## src/rtl/distance_zone_indicator_pkg.sv

```systemverilog
// rtl/distance_zone_indicator_pkg.sv - shared constants and helpers for the ultrasonic zone indicator
package ultrasonido_pkg;

  localparam int DEF_CNT_W  = 20;
  localparam int DEF_NZONES = 3;

  // Zone bounds, farthest first: zone i lies strictly between B[i+1] and B[i]
  localparam logic [(DEF_NZONES+1)*DEF_CNT_W-1:0] DEF_BOUNDS =
    {20'd70000, 20'd50000, 20'd30000, 20'd3000};

  // Committed-zone code meaning "no zone lit"
  localparam int ZONE_NONE = 0;

  // Width of a zone code able to hold 0 (none) .. nzones
  function automatic int zone_w(input int nzones);
    return $clog2(nzones + 1);
  endfunction

endpackage

```

## src/rtl/distance_zone_indicator_if.sv

```systemverilog
// rtl/distance_zone_indicator_if.sv - sample input and zone/LED output bundle
interface distance_zone_indicator_if
  import ultrasonido_pkg::*;
#(
  parameter int CNT_W  = DEF_CNT_W,
  parameter int NZONES = DEF_NZONES
);

  localparam int ZW = zone_w(NZONES);

  logic              sample_valid;
  logic [CNT_W-1:0]  sample;
  logic [NZONES-1:0] led_n;
  logic [ZW-1:0]     zone;
  logic              stale;

  // Echo-width source side
  modport master (
    output sample_valid,
    output sample,
    input  led_n,
    input  zone,
    input  stale
  );

  // Indicator side
  modport slave (
    input  sample_valid,
    input  sample,
    output led_n,
    output zone,
    output stale
  );

endinterface

```

## src/rtl/distance_zone_indicator_classify.sv

```systemverilog
// rtl/distance_zone_indicator_classify.sv - combinational sample-to-zone classifier with hysteresis
module dzi_zone_classify
  import ultrasonido_pkg::*;
#(
  parameter int                            CNT_W  = DEF_CNT_W,
  parameter int                            NZONES = DEF_NZONES,
  parameter logic [(NZONES+1)*CNT_W-1:0]   BOUNDS = DEF_BOUNDS,
  parameter int                            HYST   = 1000,
  localparam int                           ZW     = zone_w(NZONES)
) (
  input  logic [CNT_W-1:0] sample,
  input  logic [ZW-1:0]    zone,
  output logic [ZW-1:0]    cls
);

  // Computed one bit wider so the hysteresis window can saturate instead of wrapping
  localparam logic [CNT_W:0] MAXV  = {1'b0, {CNT_W{1'b1}}};
  localparam logic [CNT_W:0] HYSTW = (CNT_W+1)'(HYST);

  // B[0] sits in the most significant slot of the packed bound vector
  function automatic logic [CNT_W-1:0] bnd(input int i);
    return BOUNDS[(NZONES-i)*CNT_W +: CNT_W];
  endfunction

  logic [CNT_W:0] lo;
  logic [CNT_W:0] hi;
  logic [CNT_W:0] s_w;

  assign s_w = {1'b0, sample};

  // Raw strict-interval class, then the committed zone widens its own window by HYST
  always_comb begin
    cls = ZW'(ZONE_NONE);
    lo  = '0;
    hi  = '0;
    // Descending scan so the lowest matching zone index is the one that sticks
    for (int i = NZONES - 1; i >= 0; i--) begin
      if (sample > bnd(i + 1) && sample < bnd(i)) begin
        cls = ZW'(i + 1);
      end
    end
    for (int k = 1; k <= NZONES; k++) begin
      if (zone == ZW'(k)) begin
        lo = ({1'b0, bnd(k)} > HYSTW) ? ({1'b0, bnd(k)} - HYSTW) : '0;
        hi = ({1'b0, bnd(k - 1)} + HYSTW > MAXV) ? MAXV : ({1'b0, bnd(k - 1)} + HYSTW);
        if (s_w > lo && s_w < hi) begin
          cls = ZW'(k);
        end
      end
    end
  end

endmodule

```

## src/rtl/distance_zone_indicator.sv

```systemverilog
// rtl/distance_zone_indicator.sv - echo width to zone LEDs with confirmation and stale timeout (optional DZI_BLINK_EN nearest-zone blink)
module distance_zone_indicator
  import ultrasonido_pkg::*;
#(
  parameter int                          CNT_W     = DEF_CNT_W,
  parameter int                          NZONES    = DEF_NZONES,
  parameter logic [(NZONES+1)*CNT_W-1:0] BOUNDS    = DEF_BOUNDS,
  parameter int                          HYST      = 1000,
  parameter int                          CONFIRM   = 3,
  parameter int                          STALE_CYC = 5_000_000,
  parameter int                          BLINK_DIV = 12_500_000
) (
  input  logic                     clk,
  input  logic                     rst_n,
  distance_zone_indicator_if.slave bus
);

  localparam int ZW = zone_w(NZONES);
  localparam int CW = $clog2(CONFIRM + 1);
  localparam int SW = $clog2(STALE_CYC + 1);

  logic [ZW-1:0]     cls;
  logic [ZW-1:0]     zone_q,  zone_d;
  logic [ZW-1:0]     cand_q,  cand_d;
  logic [CW-1:0]     cnt_q,   cnt_d;
  logic [SW-1:0]     scnt_q,  scnt_d;
  logic              stale_q, stale_d;
  logic [NZONES-1:0] led_q,   led_d;

`ifdef DZI_BLINK_EN
  localparam int BW = (BLINK_DIV > 1) ? $clog2(BLINK_DIV) : 1;
  logic [BW-1:0] bcnt_q, bcnt_d;
  logic          bph_q,  bph_d;
`endif

  dzi_zone_classify #(
    .CNT_W  (CNT_W),
    .NZONES (NZONES),
    .BOUNDS (BOUNDS),
    .HYST   (HYST)
  ) u_classify (
    .sample (bus.sample),
    .zone   (zone_q),
    .cls    (cls)
  );

  // Next-state: confirmation on each strobe, idle counting toward stale otherwise, LED decode
  always_comb begin
    zone_d  = zone_q;
    cand_d  = cand_q;
    cnt_d   = cnt_q;
    scnt_d  = scnt_q;
    stale_d = stale_q;
    if (bus.sample_valid) begin
      // A strobe always beats an expiring idle counter
      scnt_d  = '0;
      stale_d = 1'b0;
      if (cls == cand_q) begin
        cnt_d = (cnt_q >= CW'(CONFIRM)) ? CW'(CONFIRM) : cnt_q + 1'b1;
      end else begin
        cand_d = cls;
        cnt_d  = CW'(1);
      end
      if (cnt_d == CW'(CONFIRM) && cand_d != zone_q) begin
        zone_d = cand_d;
      end
    end else if (scnt_q < SW'(STALE_CYC)) begin
      scnt_d = scnt_q + 1'b1;
      if (scnt_d == SW'(STALE_CYC)) begin
        stale_d = 1'b1;
        zone_d  = ZW'(ZONE_NONE);
        cnt_d   = '0;
      end
    end

`ifdef DZI_BLINK_EN
    bcnt_d = bcnt_q;
    bph_d  = bph_q;
    if (zone_d != zone_q) begin
      // Every zone entry restarts the blink with the LED lit
      bcnt_d = '0;
      bph_d  = 1'b0;
    end else if (zone_q == ZW'(NZONES)) begin
      if (bcnt_q == BW'(BLINK_DIV - 1)) begin
        bcnt_d = '0;
        bph_d  = ~bph_q;
      end else begin
        bcnt_d = bcnt_q + 1'b1;
      end
    end
`endif

    led_d = '1;
    for (int i = 0; i < NZONES; i++) begin
      if (zone_d == ZW'(i + 1)) begin
        led_d[i] = 1'b0;
      end
    end
`ifdef DZI_BLINK_EN
    if (zone_d == ZW'(NZONES) && bph_d) begin
      led_d[NZONES-1] = 1'b1;
    end
`endif
  end

  // State registers; reset discards any partially confirmed candidate
  always_ff @(posedge clk) begin
    if (!rst_n) begin
      zone_q  <= ZW'(ZONE_NONE);
      cand_q  <= ZW'(ZONE_NONE);
      cnt_q   <= '0;
      scnt_q  <= '0;
      stale_q <= 1'b0;
      led_q   <= '1;
`ifdef DZI_BLINK_EN
      bcnt_q  <= '0;
      bph_q   <= 1'b0;
`endif
    end else begin
      zone_q  <= zone_d;
      cand_q  <= cand_d;
      cnt_q   <= cnt_d;
      scnt_q  <= scnt_d;
      stale_q <= stale_d;
      led_q   <= led_d;
`ifdef DZI_BLINK_EN
      bcnt_q  <= bcnt_d;
      bph_q   <= bph_d;
`endif
    end
  end

  assign bus.zone  = zone_q;
  assign bus.led_n = led_q;
  assign bus.stale = stale_q;

endmodule

```

## src/flat_wrapper.sv

```systemverilog
// flat-port wrapper written by rule: the top's interface ports become plain ports
module distance_zone_indicator_flat import ultrasonido_pkg::*;
#(
  parameter int                          CNT_W     = DEF_CNT_W,
  parameter int                          NZONES    = DEF_NZONES,
  parameter logic [(NZONES+1)*CNT_W-1:0] BOUNDS    = DEF_BOUNDS,
  parameter int                          HYST      = 1000,
  parameter int                          CONFIRM   = 3,
  parameter int                          STALE_CYC = 5_000_000,
  parameter int                          BLINK_DIV = 12_500_000
)
  (clk, rst_n, bus_sample_valid, bus_sample, bus_led_n, bus_zone, bus_stale);
  distance_zone_indicator_if #(.CNT_W(CNT_W), .NZONES(NZONES)) bus_i ();
  input  logic clk;
  input  logic rst_n;
  input wire logic [$bits(bus_i.sample_valid)-1:0] bus_sample_valid;
  input wire logic [$bits(bus_i.sample)-1:0] bus_sample;
  output wire logic [$bits(bus_i.led_n)-1:0] bus_led_n;
  output wire logic [$bits(bus_i.zone)-1:0] bus_zone;
  output wire logic [$bits(bus_i.stale)-1:0] bus_stale;
  assign bus_i.sample_valid = bus_sample_valid;
  assign bus_i.sample = bus_sample;
  assign bus_led_n = bus_i.led_n;
  assign bus_zone = bus_i.zone;
  assign bus_stale = bus_i.stale;
  distance_zone_indicator #(.CNT_W(CNT_W), .NZONES(NZONES), .BOUNDS(BOUNDS), .HYST(HYST), .CONFIRM(CONFIRM), .STALE_CYC(STALE_CYC), .BLINK_DIV(BLINK_DIV)) u_core (.clk(clk), .rst_n(rst_n), .bus(bus_i));
endmodule
```

## config.mk

```make
export PLATFORM = sky130hd
export DESIGN_NAME = distance_zone_indicator_flat
export DESIGN_NICKNAME = d
export VERILOG_FILES = /design/src/rtl/distance_zone_indicator_pkg.sv /design/src/rtl/distance_zone_indicator_if.sv /design/src/rtl/distance_zone_indicator_classify.sv /design/src/rtl/distance_zone_indicator.sv /design/src/flat_wrapper.sv
export SDC_FILE = /design/constraint.sdc
export NUM_CORES = 1
export LEC_CHECK = 0
export ABC_AREA = 1
export CAP_MARGIN = 0
export CORE_UTILIZATION = 39
export DETAILED_ROUTE_END_ITERATION = 10
export GPL_ROUTABILITY_DRIVEN = 0
export PLACE_DENSITY = 0.69
export SLEW_MARGIN = 10
export SYNTH_ARGS = -nofsm -noshare
export SYNTH_HDL_FRONTEND = slang
export SYNTH_SLANG_ARGS = --single-unit
```

## constraint.sdc

```tcl
create_clock -name clk -period 1.95 [get_ports clk]
set_input_delay 0.2925 -clock clk [delete_from_list [all_inputs] [get_ports clk]]
set_output_delay 0.2925 -clock clk [all_outputs]
set_load 0.005 [all_outputs]
```

==> parameters.txt <==
Parameter                              Value

Clocking
  Cts bufs inserted ... 5
  TritonCTS clock tree ... yes
  Buffer levels on the longest clock path ... 2
  Clock network latency to the later pin of the worst-skew pair ... 0.29 ns
  Number of levels in the clock H-tree ... 2
  Clock tree root buffer cell ... clkbuf_8
  Clock slew seen by the registers of the worst setup and hold paths ... 0.08 ns
  Sinks on Clock Net ... 33

Route
  Average vias per placed instance ... 5.10
  Antenna Nets Post-Route ... 0
  Drt wl/cell ... 12.5 µm
  Final Routed Wirelength ... 8.64 mm
  Remaining DRCs ... 0
  Number of vias in the routed layout ... 3524
  First drt pass iteration count ... 6
  Count of routing violations after the opening detailed-route iteration ... 190

Setup path
  Critical setup path kind ... flop to flop
  Sequence of cells on the critical path ... ha_4, nand2_4, nor2_4, nand2_2, nor2_4, nand2_1, nand2_1, nand2_1, inv_2, nand3_2, nor2_2, nand2_2, nand3_2, nand2_2, a21oi_2, nor2_4
  Crit start category ... flop
  Required time at the endpoint of the critical path ... 2.14 ns
  Maximum fanout count along the critical path ... 5
  Family with the most delay on the worst path ... simple AND/OR/NAND/NOR gates
  Capturing element type of the critical path ... flop
  Crit path arrival time ... 2.24 ns
  Cell with the biggest individual delay on the critical path ... dfxtp_2
  Maximum single-stage delay on the critical path ... 0.36 ns
  Number of buffer and inverter stages on the critical path ... 1

Power
  Total chip power ... 1520 µW
  Leakage ... 0.00180 µW
  Pwr Density ... 375 mW/mm²
  Peak VDD IR ... 264 µV

Die
  Site Rows ... 30
  Chip Width ... 86.9 µm
  Std-Cell Core Area ... 0.00687 mm²
  Starting density of the core ... 40.9%
  Total Die Area ... 0.00755 mm²
  Ports placed on the boundary ... 29
  Y dimension of the die ... 86.9 µm

Logic synthesis
  Gate Count Post-Synth ... 487
  Mean instance size in the synthesized netlist ... 5.77 µm²
  Post-synth net total ... 511
  FF+latch count, synth ... 33
  Count of yosys warnings during synthesis ... 0
  Cell types occupying the most area after synthesis ... dfxtp_1 24%, nand2_1 17%, nor2_1 8.7%
  Distinct cell type count after synthesis ... 34
  Area of the mapped netlist ... 0.00281 mm²
  Area leader, netlist ... dfxtp_1
  Fraction of the yosys area taken by sequential cells ... 23.5%
  Synth top area share ... 23.5%

Timing
  Share of the cycle needed by the critical path after routing ... 105%
  Count of endpoints failing setup in the final report ... 8
  Post-layout worst setup margin ... -0.106 ns
  Number of slew-limit violations in the final report ... 0
  Number of hold violations in the final report ... 0
  Max Fclk ... 486 MHz
  Worst-case headroom to the max-slew limit ... 75.8%
  Min Tclk post-route ... 2.06 ns
  Setup repair after global routing missed its margin ... yes
  Setup TNS ... -0.468 ns
  Worst clock skew ... 0.00836 ns
  Pin slew with the least headroom to its limit ... 0.361 ns

Final layout
  Proportion of layout cells with a drive suffix above 1 ... 34.5%
  Fill cell instance count of the final layout ... 647
  Number of antenna diodes ... 0
  Post-route cell area ... 0.00406 mm²
  Layout Nets ... 618
  Non-filler instance count after layout ... 691
  P&R area growth vs syn ... 44.5%

Placement
  Setup slack at placement ... -0.639 ns
  Count of buffers from port buffering ... 28
  Total placed cells including tap cells ... 667
  Placed instance area ... 0.00366 mm²
  Post-DP HPWL ... 6.14 mm

GRT
  Global-route wire length before repair ... 14.0 mm
  Global-route congestion overflow total ... 0
  Vias in the first global route ... 3300
  Number of antenna violations at the first check in global routing ... 0
  Total global routing track utilization ... 23.3%
  Pin count of the biggest net entering global routing ... 26

Status
  Result of the run ... finished with violations
  Violations in the final reports ... negative setup slack

Min path
  Class of the worst hold path ... flop to flop

Job
  Count of maximum capacitance violations ... 0
-- placed cells by master, fill, tap and decap left out, types with 2 or more instances in the layout --
cell | netlist | layout
nand2_1 | 127 | 115
buf_4 | 0 | 79
inv_1 | 63 | 60
nor2_1 | 65 | 48
nand3_1 | 44 | 38
a21oi_1 | 33 | 30
dfxtp_1 | 33 | 24
o21ai_0 | 20 | 19
nand2_2 | 12 | 19
nor2_2 | 9 | 17
nor2_4 | 5 | 14
nand4_1 | 13 | 13
nand3_2 | 7 | 12
clkbuf_2 | 1 | 12
inv_2 | 9 | 11
clkdlybuf4s50_1 | 0 | 9
dfxtp_2 | 0 | 9
xor2_1 | 8 | 8
nor3_1 | 8 | 6
nand2_4 | 0 | 5
clkbuf_8 | 0 | 5
nor3_2 | 2 | 4
a21oi_2 | 1 | 4
xnor2_1 | 4 | 3
o21ai_1 | 4 | 3
dlygate4sd2_1 | 0 | 3
nand3_4 | 1 | 2
o21ai_2 | 0 | 2
clkinv_2 | 0 | 2
dlymetal6s2s_1 | 0 | 2
clkdlybuf4s15_1 | 0 | 2
buf_6 | 0 | 2
-- worst paths after layout --
| check | from | slack (ns) | to | depth (start not counted) |
|---|---|---|---|---|
| min reg2reg | u_core.bus.stale$_SDFFE_PP0P_ | 0.46 | u_core.bus.stale$_SDFFE_PP0P_ | 2 |
| max | u_core.scnt_q[1]$_SDFFE_PP0N_ | -0.11 | flop | 16 |
| max reg2reg | u_core.scnt_q[1]$_SDFFE_PP0N_ | -0.11 | flop | 16 |
| min | u_core.bus.stale$_SDFFE_PP0P_ | 0.46 | u_core.bus.stale$_SDFFE_PP0P_ | 2 |
-- state kept, by name (all words and copies together), names as in the netlist, named ones only --
signal and count:
u_core.scnt_q 23, u_core.bus.led_n 3, u_core.cand_q 2, u_core.cnt_q 2, u_core.bus.stale 1, u_core.bus.zone 1
-- worst register-to-register path, cell delays in order, from the launching register on --
cell,delay [ns]
dfxtp_2,0.36
ha_4,0.16
nand2_4,0.06
nor2_4,0.16
nand2_2,0.11
nor2_4,0.18
nand2_1,0.08
nand2_1,0.05
nand2_1,0.06
inv_2,0.06
nand3_2,0.09
nor2_2,0.13
nand2_2,0.09
nand3_2,0.08
nand2_2,0.07
a21oi_2,0.17
nor2_4,0.05
-- what timing repair did --
action,in CTS,in global routing
hold buffers,0,0
pin swaps,29,28
gates resized for setup,55,67
setup endpoints to repair,9,14
setup buffers,9,7
-- metrics by stage --
stage / utilization [%] / hold slack, ns
final: 59.1 / 0.462
after global routing: 59.1 / 0.478
after CTS: 57.2 / 0.466
after detailed placement: 53.3 / 0.451
after global placement: 53.3 / 0.445
after floorplan: - / 0.377
-- routing by layer --
layer	up-vias	global-route usage, %	part of all wire [%]
met1	1580	26.6	42
met5	-	0	0
met2	141	43.5	50
met3	33	3.51	5.4
li1	1770	-	-
met4	0	8.79	2.4
-- power breakdown --
part | internal, µW | switching, µW
Clock | 247 | 282
Sequential | 685 | 9.33
Combinational | 127 | 173
Total | 1060 | 465
-- synthesized netlist by cell type (all sizes together) --
library cell  instances
a211oi                1
o22ai                 1
o21ai                24
inv                  72
and2                  1
o211ai                1
xnor2                 4
xor2                  8
nor2                 79
nand4                13
nand2               139
ha                    1
clkbuf                4
clkinv                1
nand3                52
and3                  1
dfxtp                33
nand3b                1
nor3                 11
a21oi                34
buf                   5
a21boi                1
-- area by class of cell --
class / instances / area, µm² / area share [%]
clock buffers: 5 / 68.8 / 1.70
clock inverters: 3 / 17.5 / 0.432
inverters: 73 / 277 / 6.81
multi-input cells: 372 / 2070 / 50.9
flip-flops and latches: 33 / 672 / 16.6
well taps: 96 / 120 / 2.96
repair buffers: 109 / 837 / 20.6
-- logic make-up after synthesis --
| kind of cell | share of synthesized area (%) |
|---|---|
| simple gates | 49.6 |
| buf+inv | 11.2 |
| flops | 23.5 |
| xor+xnor | 3.74 |
| fa+ha+maj | 0.445 |
| compound gates | 11.5 |
Note: power is estimated with default switching activity, not from simulation.
